<file path="config.mk">
export PLATFORM = sky130hd
export DESIGN_NAME = if_id_stage_flat
export DESIGN_NICKNAME = d
export VERILOG_FILES = /design/src/rtl/pipe_pkg.sv /design/src/rtl/if_id_stage_if.sv /design/src/rtl/if_id_stage_hazard_unit.sv /design/src/rtl/if_id_stage.sv /design/src/flat_wrapper.sv
export SDC_FILE = /design/constraint.sdc
export NUM_CORES = 1
export LEC_CHECK = 0
export ABC_AREA = 1
export CAP_MARGIN = 20
export CORE_MARGIN = 3
export CORE_UTILIZATION = 54
export CTS_BUF_LIST = sky130_fd_sc_hd__clkbuf_8
export DETAILED_ROUTE_END_ITERATION = 10
export HOLD_SLACK_MARGIN = 0.12
export PLACE_DENSITY = 0.89
export RECOVER_POWER = 25
export SYNTH_ARGS = -nofsm -noshare
export SYNTH_HDL_FRONTEND = slang
export SYNTH_SLANG_ARGS = --single-unit
</file>
<file path="constraint.sdc">
create_clock -name clk -period 4.63 [get_ports clk]
set_clock_uncertainty 0.05 [all_clocks]
set_input_delay 0.926 -clock clk [delete_from_list [all_inputs] [get_ports clk]]
set_output_delay 0.926 -clock clk [all_outputs]
set_load 0.05 [all_outputs]
</file>
<file path="src/rtl/pipe_pkg.sv">
// Shared constants and types for the 5-stage MIPS pipeline front end.
package pipe_pkg;

  localparam int unsigned XLEN     = 32;
  localparam int unsigned REG_AW   = 5;
  localparam int unsigned RS_MSB   = 25;
  localparam int unsigned RS_LSB   = 21;
  localparam int unsigned RT_MSB   = 20;
  localparam int unsigned RT_LSB   = 16;

  localparam logic [XLEN-1:0] NOP      = 32'h0000_0000;  // sll $0,$0,0
  localparam logic [XLEN-1:0] RESET_PC = 32'h0000_0000;

  // Per-cycle front-end mode; decoded combinationally, never stored.
  typedef enum logic [1:0] {
    RUN      = 2'd0,
    STALL    = 2'd1,
    REDIRECT = 2'd2
  } mode_e;

endpackage

</file>
<file path="src/rtl/if_id_stage_if.sv">
// Fetch/decode boundary bundle: imem port, hazard inputs, IF/ID outputs and counters.
interface if_id_stage_if;
  import pipe_pkg::*;

  logic [XLEN-1:0]   imem_addr;
  logic [XLEN-1:0]   imem_rdata;
  logic              EX_MemRead;
  logic [REG_AW-1:0] EX_rt;
  logic              MEM_branch_taken;
  logic [XLEN-1:0]   MEM_branch_target;
  logic [XLEN-1:0]   ID_order;
  logic [XLEN-1:0]   ID_pc4;
  logic              ID_valid;
  logic              idex_bubble;
  logic              flush_idex;
  logic              flush_exmem;
  logic [XLEN-1:0]   stall_cnt;
  logic [XLEN-1:0]   flush_cnt;

  // Stage side
  modport master (
    output imem_addr, ID_order, ID_pc4, ID_valid,
           idex_bubble, flush_idex, flush_exmem, stall_cnt, flush_cnt,
    input  imem_rdata, EX_MemRead, EX_rt, MEM_branch_taken, MEM_branch_target
  );

  // Surrounding pipeline / memory side
  modport slave (
    input  imem_addr, ID_order, ID_pc4, ID_valid,
           idex_bubble, flush_idex, flush_exmem, stall_cnt, flush_cnt,
    output imem_rdata, EX_MemRead, EX_rt, MEM_branch_taken, MEM_branch_target
  );

endinterface

</file>
<file path="src/rtl/if_id_stage_hazard_unit.sv">
// Load-use hazard detect between the instruction in ID and a load in EX.
module hazard_unit
  import pipe_pkg::*;
(
  input  logic [XLEN-1:0]   ID_order,
  input  logic              ID_valid,
  input  logic              EX_MemRead,
  input  logic [REG_AW-1:0] EX_rt,
  output logic              hazard
);

  logic [REG_AW-1:0] rs;
  logic [REG_AW-1:0] rt;
  logic              unused_fields;

  assign rs = ID_order[RS_MSB:RS_LSB];
  assign rt = ID_order[RT_MSB:RT_LSB];
  assign unused_fields = ^{ID_order[31:26], ID_order[15:0]};

  // Bubbles never stall, and $0 is never a real dependency.
  assign hazard = ID_valid & EX_MemRead & (EX_rt != '0) &
                  ((EX_rt == rs) | (EX_rt == rt));

endmodule

</file>
<file path="src/rtl/if_id_stage.sv">
// PC register, instruction fetch and IF/ID register with load-use stall,
// branch redirect flush and saturating stall/flush event counters.
module if_id_stage #(
  parameter logic [31:0] RESET_PC = pipe_pkg::RESET_PC,
  parameter logic [31:0] NOP      = pipe_pkg::NOP
) (
  input  logic          clk,
  input  logic          rst,
  if_id_stage_if.master bus
);
  import pipe_pkg::*;

  logic [XLEN-1:0] pc;
  logic [XLEN-1:0] pc4;
  logic            hazard;
  mode_e           mode;

  hazard_unit u_hazard (
    .ID_order   (bus.ID_order),
    .ID_valid   (bus.ID_valid),
    .EX_MemRead (bus.EX_MemRead),
    .EX_rt      (bus.EX_rt),
    .hazard     (hazard)
  );

  assign pc4           = pc + XLEN'(4);
  assign bus.imem_addr = pc;

  // Redirect has priority over a stall in the same cycle.
  always_comb begin
    mode = RUN;
    if (bus.MEM_branch_taken) begin
      mode = REDIRECT;
    end else if (hazard) begin
      mode = STALL;
    end
  end

  always_comb begin
    bus.idex_bubble = 1'b0;
    bus.flush_idex  = 1'b0;
    bus.flush_exmem = 1'b0;
    if (!rst) begin
      bus.idex_bubble = (mode == STALL);
      bus.flush_idex  = (mode == REDIRECT);
      bus.flush_exmem = (mode == REDIRECT);
    end
  end

  always_ff @(posedge clk) begin
    if (rst) begin
      pc            <= RESET_PC;
      bus.ID_order  <= NOP;
      bus.ID_pc4    <= '0;
      bus.ID_valid  <= 1'b0;
      bus.stall_cnt <= '0;
      bus.flush_cnt <= '0;
    end else begin
      unique case (mode)
        REDIRECT: begin
          pc           <= bus.MEM_branch_target;
          bus.ID_order <= NOP;
          bus.ID_pc4   <= '0;
          bus.ID_valid <= 1'b0;
          if (bus.flush_cnt != '1) begin
            bus.flush_cnt <= bus.flush_cnt + XLEN'(1);
          end
        end
        STALL: begin
          if (bus.stall_cnt != '1) begin
            bus.stall_cnt <= bus.stall_cnt + XLEN'(1);
          end
        end
        default: begin
          pc           <= pc4;
          bus.ID_order <= bus.imem_rdata;
          bus.ID_pc4   <= pc4;
          bus.ID_valid <= 1'b1;
        end
      endcase
    end
  end

endmodule
</file>
<file path="src/flat_wrapper.sv">
// flat-port wrapper written by rule: the top's interface ports become plain ports
module if_id_stage_flat import pipe_pkg::*;
#(
  parameter logic [31:0] RESET_PC = pipe_pkg::RESET_PC,
  parameter logic [31:0] NOP      = pipe_pkg::NOP
)
  (clk, rst, bus_imem_addr, bus_ID_order, bus_ID_pc4, bus_ID_valid, bus_idex_bubble, bus_flush_idex, bus_flush_exmem, bus_stall_cnt, bus_flush_cnt, bus_imem_rdata, bus_EX_MemRead, bus_EX_rt, bus_MEM_branch_taken, bus_MEM_branch_target);
  if_id_stage_if bus_i ();
  input  logic clk;
  input  logic rst;
  output wire logic [$bits(bus_i.imem_addr)-1:0] bus_imem_addr;
  output wire logic [$bits(bus_i.ID_order)-1:0] bus_ID_order;
  output wire logic [$bits(bus_i.ID_pc4)-1:0] bus_ID_pc4;
  output wire logic [$bits(bus_i.ID_valid)-1:0] bus_ID_valid;
  output wire logic [$bits(bus_i.idex_bubble)-1:0] bus_idex_bubble;
  output wire logic [$bits(bus_i.flush_idex)-1:0] bus_flush_idex;
  output wire logic [$bits(bus_i.flush_exmem)-1:0] bus_flush_exmem;
  output wire logic [$bits(bus_i.stall_cnt)-1:0] bus_stall_cnt;
  output wire logic [$bits(bus_i.flush_cnt)-1:0] bus_flush_cnt;
  input wire logic [$bits(bus_i.imem_rdata)-1:0] bus_imem_rdata;
  input wire logic [$bits(bus_i.EX_MemRead)-1:0] bus_EX_MemRead;
  input wire logic [$bits(bus_i.EX_rt)-1:0] bus_EX_rt;
  input wire logic [$bits(bus_i.MEM_branch_taken)-1:0] bus_MEM_branch_taken;
  input wire logic [$bits(bus_i.MEM_branch_target)-1:0] bus_MEM_branch_target;
  assign bus_imem_addr = bus_i.imem_addr;
  assign bus_ID_order = bus_i.ID_order;
  assign bus_ID_pc4 = bus_i.ID_pc4;
  assign bus_ID_valid = bus_i.ID_valid;
  assign bus_idex_bubble = bus_i.idex_bubble;
  assign bus_flush_idex = bus_i.flush_idex;
  assign bus_flush_exmem = bus_i.flush_exmem;
  assign bus_stall_cnt = bus_i.stall_cnt;
  assign bus_flush_cnt = bus_i.flush_cnt;
  assign bus_i.imem_rdata = bus_imem_rdata;
  assign bus_i.EX_MemRead = bus_EX_MemRead;
  assign bus_i.EX_rt = bus_EX_rt;
  assign bus_i.MEM_branch_taken = bus_MEM_branch_taken;
  assign bus_i.MEM_branch_target = bus_MEM_branch_target;
  if_id_stage #(.RESET_PC(RESET_PC), .NOP(NOP)) u_core (.clk(clk), .rst(rst), .bus(bus_i));
endmodule
</file>
==> key figures <==
Worst setup path
  – Arr. time, crit path: 4.21 ns
  – Critical Path RT: 4.99 ns
  – Setup CP Type: in -> reg
  – Crit path max fanout: 70
  – CP startpoint kind: primary input
  – RR Startpoint: u_core.bus.flush_cnt[0]
  – R2R depth: 10
  – R2r endpoint: u_core.bus.flush_cnt[13]
  – Reg2Reg Setup Slack: 1.30 ns
  – CP endpoint kind: flip-flop

Min path
  – Critical hold path startpoint: u_core.bus.ID_pc4[25]
  – Hold Path Depth: 2
  – Worst Hold Endpoint: u_core.bus.ID_pc4[25]
  – HP Class: reg -> reg

Drt
  – DRC Markers: 0
  – Vias: 8,993
  – First-pass DRT Iterations: 7
  – Met1 wire length: 10.7 mm
  – WL met3: 2.08 mm
  – Vias per inst: 5.22
  – WL met2: 12.0 mm
  – Final wirelength: 25.4 mm
  – DRT iter0 DRCs: 686
  – Highest metal used: met4
  – Number of routed nets with antenna violations: 0
  – Routed len/inst: 14.8 um

Finish
  – Multi-input combinational cell area: 4530 sq um
  – Layout Utilization: 75.2%
  – Synthesis-to-finish area growth: 33.7%
  – Layout cells sized above 1: 3.90%
  – Most frequent cells in the layout: nand2_1, clkdlybuf4s50_1, dfxtp_1
  – Commonest non-fill, non-tap cell in the layout: nand2_1
  – Nets@finish: 1,601
  – Finished Cell Area: 11,100 sq um
  – Fill cells: 1,209
  – Post-route insts no fill: 1,722
  – Register area: 3220 sq um
  – ANT cells: 0

Synth
  – Mux cell area share after synthesis: 0.135%
  – Top_reg_cell synth: dfxtp_1
  – Post-Synth Adder-Cell Area: 0.451%
  – Simple-gate share of the synthesized area: 42.3%
  – Yosys Warn Count: 0
  – Number of synthesized flops with an enable pin: 0
  – Synth Area in Compound Gates: 6.00%
  – Main combinational cell family by area after synthesis: simple AND/OR/NAND/NOR gates
  – Synth async-reset ratio: 0%
  – Syn_nets: 1,383
  – Yosys cell types: 32
  – Post-Syn Area: 8320 sq um
  – Syn Area/Cell: 6.37 sq um
  – Syn Inst Count: 1,307
  – Synth Area in XOR/XNOR: 5.58%
  – Sequential fraction of the synthesis area: 38.7%
  – Seq cells post-synth: 161

Placed design
  – Placed insts: 1,690
  – GP Congestion: 0.918
  – Area after DPL: 10,700 sq um
  – Hpwl dp: 18.6 mm
  – Pre-CTS WS: 1.06 ns
  – I/O Buffers: 236

Floorplanning
  – Die height: 130 um
  – Num rows: 44
  – Chip width: 130 um
  – Full die area: 16,900 sq um
  – Initial Utilization: 56.2%
  – IO Pins: 237
  – Core box area: 14,800 sq um

STA
  – Final-report setup violation count: 0
  – Tcrit/Tclk final: 83.2%
  – Final Critical Period: 3.85 ns
  – RSZ-0062 raised after global routing: no
  – Slew headroom: -8.78%
  – Final slew viol count: 106
  – Final hold viol count: 0
  – Worst-Margin Slew: 1.63 ns
  – PnR worst setup slack: 0.778 ns
  – Max Clock Freq: 260 MHz
  – Setup TNS: 0 ns
  – Fin Hold WS: 0.399 ns

CTS
  – Max Root-Sink Buffers: 2
  – # Post-CTS Setup Buffers: 0
  – CTS buffer count: 17
  – Clock transition at the registers of the reported paths: 0.08 ns
  – H-Tree Depth: 4
  – Post-CTS Hold Buffers: 0
  – Clock Latency Late Sink: 0.47 ns
  – Sink Count: 161
  – Post-cts sizing count: 0
  – CTS tree: yes
  – Root Driver: clkbuf_8

Global routing
  – GRT Total Usage: 29.1%
  – Number of global-route vias before repair: 8,104
  – Initial antenna violation count: 0
  – Largest net degree at the start of global routing: 71
  – GR Overflow Total: 0
  – First-pass GRT wire length: 39.6 mm

Outcome
  – Outcome: finished, violations left
  – Failing checks: capacitance limit, slew limit

Pwr
  – Comb power frac: 13.7%
  – Psw: 0.827 mW
  – Total power draw: 2.97 mW
  – PD cells: 267 nW/um^2
  – Sw frac: 27.8%
  – Internal power: 2.15 mW
  – LEAKAGE: 4.58 nW
  – Clock power share: 37.1%
  – VDD IR-drop max: 0.201 mV
  – Flop pwr share: 49.2%

Flow run
  – Max Cap Viol: 2
[how the worst max path moves through the flow]
| stage | from | end | slack (ns) | cells past startpoint |
|---|---|---|---|---|
| detailed placement | bus_EX_rt[1] | bus_idex_bubble | 1.06 | 10 |
| global route | rst | u_core.bus.ID_pc4[15] | 0.56 | 8 |
| floorplan | bus_MEM_branch_taken | bus_flush_idex | 1.35 | 5 |
| finish | rst | u_core.bus.imem_addr[15] | 0.78 | 8 |
| CTS | bus_EX_rt[1] | bus_idex_bubble | 1.04 | 10 |
| global placement | bus_EX_rt[0] | bus_idex_bubble | 1.15 | 10 |
[worst max-delay path, stage by stage]
cell,delay [ns]
clkbuf_1,0.12
clkbuf_2,0.86
inv_1,0.51
clkbuf_1,1.17
o21ai_0,0.23
a21oi_1,0.20
nand2_1,0.09
nand2_1,0.08
[final cells by class]
class                   instances  share of cell area [%]
flip-flops and latches        161                    29.0
repair buffers                243                    21.9
inverters                      81                    2.73
multi-input cells            1021                    40.7
clock buffers                  17                    2.10
well taps                     184                    2.07
clock inverters                15                    1.58
[cells by family (layout without fill, tap and decap cells)]
group | Yosys count | in the layout
AND/OR/NAND/NOR | 866 | 866
flip-flops | 161 | 161
buffers and inverters | 125 | 356
AO/OA/AOI/OAI | 98 | 98
XOR/XNOR | 53 | 53
adder cells (fa/ha/maj) | 3 | 3
multiplexers | 1 | 1
[power groups by stage]
stage                     logic [mW]  clock network (mW)  registers [mW]
after floorplan                0.112                   0            1.61
after global placement         0.406                   0            1.49
after detailed placement       0.411                   0            1.49
after CTS                      0.414                1.11            1.46
after global routing           0.432                1.18            1.47
final                          0.407                1.10            1.46
[metal layers]
metal / vias up / global-route usage [%]
met5: - / 0
met4: 0 / 9.60
met3: 49 / 7.65
met2: 353 / 47.6
met1: 4074 / 37.4
li1: 4517 / -
[flip-flops by register name (all words and copies together), names as in the netlist]
signal	flops
u_core.bus.flush_cnt	32
u_core.bus.ID_valid	1
u_core.bus.stall_cnt	32
u_core.bus.ID_pc4	32
u_core.bus.ID_order	32
u_core.bus.imem_addr	32
[cells in the mapped netlist, types with 11 or more instances]
master    instances  area (sq um)
a21oi_1          68           340
buf_2            13          65.1
clkbuf_1         15          56.3
dfxtp_1         161          3220
inv_1            74           278
nand2_1         589          2210
nand3_1          58           290
nand3b_1         11          82.6
nand4_1          22           138
nor2_1          151           567
nor3_1           15          75.1
o21ai_0          24           120
xnor2_1          27           236
xor2_1           26           228
Power figures use the tool's default switching activity.
